[src/rtl/imem_loader.sv]
// Instruction-memory loader: streams a program image into imem through a
// valid/ready port and holds the pipeline in reset until a settle interval has passed.
module imem_loader #(
    parameter int ADDR_W      = 8,
    parameter int DATA_W      = 32,
    parameter int HOLD_CYCLES = 4
) (
    input  logic              CLK,
    input  logic              RST,
    input  logic              in_valid,
    input  logic [DATA_W-1:0] in_data,
    input  logic              in_last,
    output logic              in_ready,
    input  logic              reload_req,
    output logic              mem_we,
    output logic [ADDR_W-1:0] mem_addr,
    output logic [DATA_W-1:0] mem_wdata,
    output logic              core_rst,
    output logic              load_done,
    output logic [ADDR_W:0]   word_count,
    output logic              overflow
);

    typedef enum logic [1:0] {LOAD, HOLD, RUN} state_t;

    localparam logic [ADDR_W-1:0] LAST_ADDR = '1;
    localparam logic [ADDR_W:0]   MAX_COUNT = {1'b1, {ADDR_W{1'b0}}};
    // The entry edge counts as the first hold cycle, so the counter starts one short.
    localparam logic [7:0]        HOLD_INIT = 8'(HOLD_CYCLES - 1);

    state_t            state;
    logic [ADDR_W-1:0] wr_ptr;
    logic [7:0]        hold_cnt;

    always_ff @(posedge CLK) begin
        if (RST) begin
            state      <= LOAD;
            wr_ptr     <= '0;
            hold_cnt   <= '0;
            in_ready   <= 1'b1;
            mem_we     <= 1'b0;
            mem_addr   <= '0;
            mem_wdata  <= '0;
            core_rst   <= 1'b1;
            load_done  <= 1'b0;
            word_count <= '0;
            overflow   <= 1'b0;
        end else begin
            mem_we <= 1'b0;
            case (state)
                LOAD: begin
                    if (in_valid && in_ready) begin
                        mem_we    <= 1'b1;
                        mem_addr  <= wr_ptr;
                        mem_wdata <= in_data;
                        if (word_count != MAX_COUNT)
                            word_count <= word_count + 1'b1;
                        // A full memory ends the load rather than wrapping onto address 0.
                        if (in_last || wr_ptr == LAST_ADDR) begin
                            state    <= HOLD;
                            in_ready <= 1'b0;
                            hold_cnt <= HOLD_INIT;
                            if (!in_last)
                                overflow <= 1'b1;
                        end else begin
                            wr_ptr <= wr_ptr + 1'b1;
                        end
                    end
                end
                HOLD: begin
                    if (hold_cnt == 8'd0) begin
                        state     <= RUN;
                        core_rst  <= 1'b0;
                        load_done <= 1'b1;
                    end else begin
                        hold_cnt <= hold_cnt - 8'd1;
                    end
                end
                RUN: begin
                    if (reload_req) begin
                        state      <= LOAD;
                        in_ready   <= 1'b1;
                        core_rst   <= 1'b1;
                        load_done  <= 1'b0;
                        wr_ptr     <= '0;
                        word_count <= '0;
                        overflow   <= 1'b0;
                    end
                end
                default: state <= LOAD;
            endcase
        end
    end

endmodule

[config.mk]
export PLATFORM = sky130hd
export DESIGN_NAME = imem_loader
export DESIGN_NICKNAME = d
export VERILOG_FILES = /design/src/rtl/imem_loader.sv
export SDC_FILE = /design/constraint.sdc
export NUM_CORES = 1
export LEC_CHECK = 0
export CORE_MARGIN = 2
export CORE_UTILIZATION = 47
export DETAILED_ROUTE_END_ITERATION = 8
export PLACE_DENSITY = 0.78
export RECOVER_POWER = 100
export SLEW_MARGIN = 25
export SYNTH_ARGS = -nofsm -noshare
export SYNTH_HDL_FRONTEND = slang
export SYNTH_SLANG_ARGS = --single-unit
[constraint.sdc]
create_clock -name CLK -period 2.2 [get_ports CLK]
set_input_delay 0.44 -clock CLK [delete_from_list [all_inputs] [get_ports CLK]]
set_output_delay 0.44 -clock CLK [all_outputs]
set_load 0.01 [all_outputs]
### After elaboration in Yosys (flattened, before gate mapping)

Cells that the tools add are included.

* add/sub/neg operators: 3
* eq/ne operators: 12
* multiplexer cells: 31
* bitwise logic cells: 1
* reductions and logical operators: 16

Operators by type and width (number)
* $mux 8: 6
* $pmux 8 s2: 2
* $mux 9: 3
* $reduce_and 4->1: 5
* $pmux 9 s2: 1
* $ne 2x2->1 const B: 8
* $mux 1: 10
* $add 9x1->9 const B: 1
* $ne 9x9->1 const B: 1
* $add 8x1->8 const B: 1
* $eq 8x8->1 const B: 1
* $logic_not 8->1: 1
* $mux 2: 4
* $pmux 1 s2: 4
* $sub 8x1->8 const B: 1
* $pmux 2 s3: 1
* $reduce_bool 2->1: 3
* $reduce_and 5->1: 1
* $reduce_and 3->1: 1
* $eq 2x1->1 const B: 1
* $eq 2x2->1 const B: 1
* $logic_not 2->1: 1
* $reduce_and 2->1: 1
* $reduce_or 2->1: 1
* other kinds (3): 3

* bits in registers: 72
* input bits: 37

### Logic depth before layout (Yosys ltp)

* word-level depth: 5
* depth in mapped cells: 6
* gate-level depth less buffers: 6

### Least setup slack after synthesis

Ideal clock, no wire load.

* path kind: flip-flop to flip-flop
* from: reg wr_ptr[0]
* to: reg state[0]
* setup time: 116 ps
* data arrival time: 1511 ps
* required time: 2084 ps
* setup slack: 572 ps
* cell stages (with the launch flop): 7
* cells stage by stage: dfxtp_1 -> ha_1 -> and3_1 -> buf_6 -> a211o_2 -> and2_4 -> and3_2

* word-level cells in the longest chain between the ends: 4

Ends and longest elaborated chain
* start: declaration: line 32 `logic [ADDR_W-1:0] wr_ptr;`
* start signal: assignment: line 66 `wr_ptr <= wr_ptr + 1'b1;`
* $eq 8x8->1: line 59 `if (in_last || wr_ptr == LAST_ADDR) begin`
* $logic_or 1x1->1: line 59
* $ne 2x2->1 (no line)
* $reduce_and 4->1 (no line)
* end signal: assignment: line 60 `state <= HOLD;`
* end signal: assignment: line 72 `state <= RUN;`
* end signal: assignment: line 81 `state <= LOAD;`
* end: declaration: line 31 `state_t state;`

Every way passes these cells.
A chain may end at the register's enable or synchronous reset.

### Final worst setup path

* from: in in_valid
* to: reg word_count[6]

* word-level cells in the longest chain between the ends: 3

Ends and longest elaborated chain
* start: declaration: line 10 `input logic in_valid,`
* $logic_and 1x1->1: line 52 `if (in_valid && in_ready) begin`
* $ne 2x2->1 (no line)
* $reduce_and 4->1 (no line)
* end signal: assignment: line 57 `word_count <= word_count + 1'b1;`
* end: declaration: line 20 `output logic [ADDR_W:0] word_count,`

Every way passes these cells.

==> flow_metrics.env <==
export IMPL_ys_flop_type="dfxtp_1"
export IMPL_min_path_type="in2reg"
export IMPL_fin_cells=543
export IMPL_setup_tns_ns=0
export IMPL_max_stage_delay_ns=0.61
export IMPL_wirelength_mm=7.594
export IMPL_p_leak_nw=1.667
export IMPL_synth_nets=415
export IMPL_yosysSeqAreaShare_pct=46.12
export IMPL_hold_violations=0
export IMPL_diodes=0
export IMPL_outcome="finished, final reports clean"
export IMPL_dp_hpwl_mm=5.450
export IMPL_grt_pass1_wl_mm=12.60
export IMPL_place_inst=527
export IMPL_slew_violations=0
export IMPL_cp_data_arrival_time_ns=2.14
export IMPL_grt_overflow=0
export IMPL_setup_ws_ns=0.2720
export IMPL_crit_required_ns=2.42
export IMPL_ys_top_cells_by_area="dfxtp_1 46%, nand2_1 12%, a21oi_1 7.5%"
export IMPL_p_total_w=0.003011
export IMPL_num_vias=2926
export IMPL_cts_made_buffers=9
export IMPL_dpl_cell_area_sq_um=4086
export IMPL_cts_tree="built"
export IMPL_ys_ff_latch=72
export IMPL_routed_via_density=5.389
export IMPL_clk_path_buf_depth=2
export IMPL_final_area_sq_um=4233
export IMPL_synthArstFlopShare_pct=0
export IMPL_antenna_found_initial=0
export IMPL_crit_family="buffers and inverters"
export IMPL_drt_wirelength_per_cell_microns=13.99
export IMPL_wl_met2_mm=3.655
export IMPL_hold_buffers=0
export IMPL_die_area_sq_um=7318
export IMPL_place_worst_setup_slack_ns=0.09830
export IMPL_synth_area_leader_cell="dfxtp_1"
export IMPL_slowest_stage="dlygate4sd3_1"
export IMPL_path_max_fanout=7
export IMPL_top_layer="met4"
export IMPL_syn_area_sq_um=3125
export IMPL_fin_nets=503
export IMPL_placementRows=29
export IMPL_synth_top_area_share_pct=46.12
export IMPL_gp_congestion=0.8680
export IMPL_port_buffers=90
export IMPL_synth_warnings=0
export IMPL_drive_gt1_share_pct=7.082
export IMPL_setup_viol_count_final=0
export IMPL_endpoint_kind="register"
export IMPL_cp_start_kind="input pin"
export IMPL_clk_latency_ns=0.33
export IMPL_fmax_mhz=518.7
export IMPL_ys_types=57
export IMPL_areaGrowthSynthToFinish_pct=35.43
export IMPL_coreArea_sq_um=6386
export IMPL_rsz0062_at_grt="false"
export IMPL_initial_core_util_pct=48.94
export IMPL_slew_headroom_pct=59.45
export IMPL_period_share_pct=87.64
export IMPL_cts_setup_buffers=0
export IMPL_post_route_min_period_ns=1.928
export IMPL_yosysMostFrequentCell="nand2_1"
export IMPL_dr_wl_met3_microns=498
export IMPL_synth_avg_cell_area_sq_um=8.379
export IMPL_ir_drop_v=0.0004200
export IMPL_path_buf_inv=2
export IMPL_grt_pass1_vias=2771
export IMPL_die_y_microns=85.55
export IMPL_final_setup_skew_ns=0.007930
export IMPL_groute_usage_overall_pct=21.27
export IMPL_synthTopCellsByCount="103 x nand2_1, 72 x dfxtp_1, 47 x a21oi_1, 16 x nor2_1, 14 x inv_1"
export IMPL_cts_root_buf="clkbuf_8"
export IMPL_max_slew_worst_pin_slew_ns=0.6070
export IMPL_drt_iter0_markers=171
export IMPL_syn_inst=373
export IMPL_cp_cell_sequence="dlygate4sd3_1, nand4bb_4, clkbuf_1, a2111oi_0, xnor2_1, nor2_1"
export IMPL_synth_edf_count=0
export IMPL_grt_max_degree=30
export IMPL_clock_sinks=72
export IMPL_die_x_microns=85.55
export IMPL_h_tree_depth=3
export IMPL_drc=0
export IMPL_wl_met1_mm=3.355
export IMPL_io_pins=91
export IMPL_drt_pass1_iterations=4
export IMPL_path_class="in2reg"
export IMPL_cts_resized=0
export IMPL_max_cap_violations=0
export IMPL_clk_pin_slew_ns=0.07
export IMPL_power_density_nw_per_um2=711.5
export IMPL_ant_nets=0
[worst register-to-register path, cell delays in order, from the launching register on]
cell	delay [ns]
dfxtp_1	0.68
nand3b_1	0.28
clkbuf_1	0.22
nand2_1	0.24
o41ai_1	0.40
[registers in the layout (all words and copies together), names as in the netlist]
signal	count
core_rst	1
wr_ptr	8
load_done	1
word_count	9
overflow	1
hold_cnt	8
mem_addr	8
mem_wdata	32
in_ready	1
state	2
mem_we	1
[final cells by class]
cell class,instances,area (sq um)
fillers,553,2153
clock buffers,10,127.6
well taps,77,96.34
repair buffers,99,950.9
inverters,14,52.55
flip-flops and latches,72,1441
clock inverters,6,60.06
multi-input cells,265,1504
[power by group]
group / total [W] / internal, W / switching (W)
Clock: 0.000985 / 0.000518 / 0.000467
Sequential: 0.00144 / 0.00138 / 0.0000607
Combinational: 0.000583 / 0.000274 / 0.000309
[routing by layer]
layer,global-route usage [%],vias to the layer above
met1,26.66,1328
met2,35.44,104
met3,4.235,10
met5,0,-
met4,9.668,0
li1,-,1484
[final timing paths]
check / startpoint / endpoint / slack [ns] / cells after the start
setup reg to reg: state[0]$_SDFFE_PP0P_ / word_count[2]$_SDFFE_PP0P_ / 0.28 / 4
hold reg to reg: mem_wdata[21]$_SDFFE_PP0P_ / mem_wdata[21]$_SDFFE_PP0P_ / 0.45 / 2
hold / removal: RST / state[1]$_SDFFE_PP0P_ / 0.34 / 2
setup / recovery: in_valid / word_count[6]$_SDFFE_PP0P_ / 0.27 / 6
[per-stage QoR]
step	utilization (%)	hold WS, ns
final	66.28	0.3378
after CTS	66.93	0.3223
after detailed placement	63.99	0.4464
after floorplan	-	0.4575
after global placement	63.99	0.4414
after global routing	66.28	0.3412
[cell usage in the layout (no fill, tap or decap), drive strengths merged, types with 4 or more instances in the layout]
cell type / n
nor3: 5
nor2: 16
nand3: 9
o311ai: 6
dlygate4sd3: 56
clkdlybuf4s50: 33
xnor2: 6
clkbuf: 14
dfxtp: 72
nand2: 103
buf: 6
o21ai: 5
a31oi: 6
mux2i: 5
ha: 5
o31ai: 4
inv: 14
a21oi: 47
[kinds of logic (layout without fill, tap and decap cells)]
| logic type | count (synthesis) | count (layout) | share of synthesized area, % |
|---|---|---|---|
| and+or+nand+nor | 159 | 159 | 24.42 |
| AOI/OAI and AO/OA | 90 | 90 | 18.86 |
| DFF | 72 | 72 | 46.12 |
| buffers and inverters | 36 | 129 | 5.324 |
| xor gates and xnor gates | 6 | 6 | 1.681 |
| adders and majority gates | 5 | 5 | 2.002 |
| muxes | 5 | 5 | 1.601 |
No activity file was read; power rests on OpenSTA's default activity.
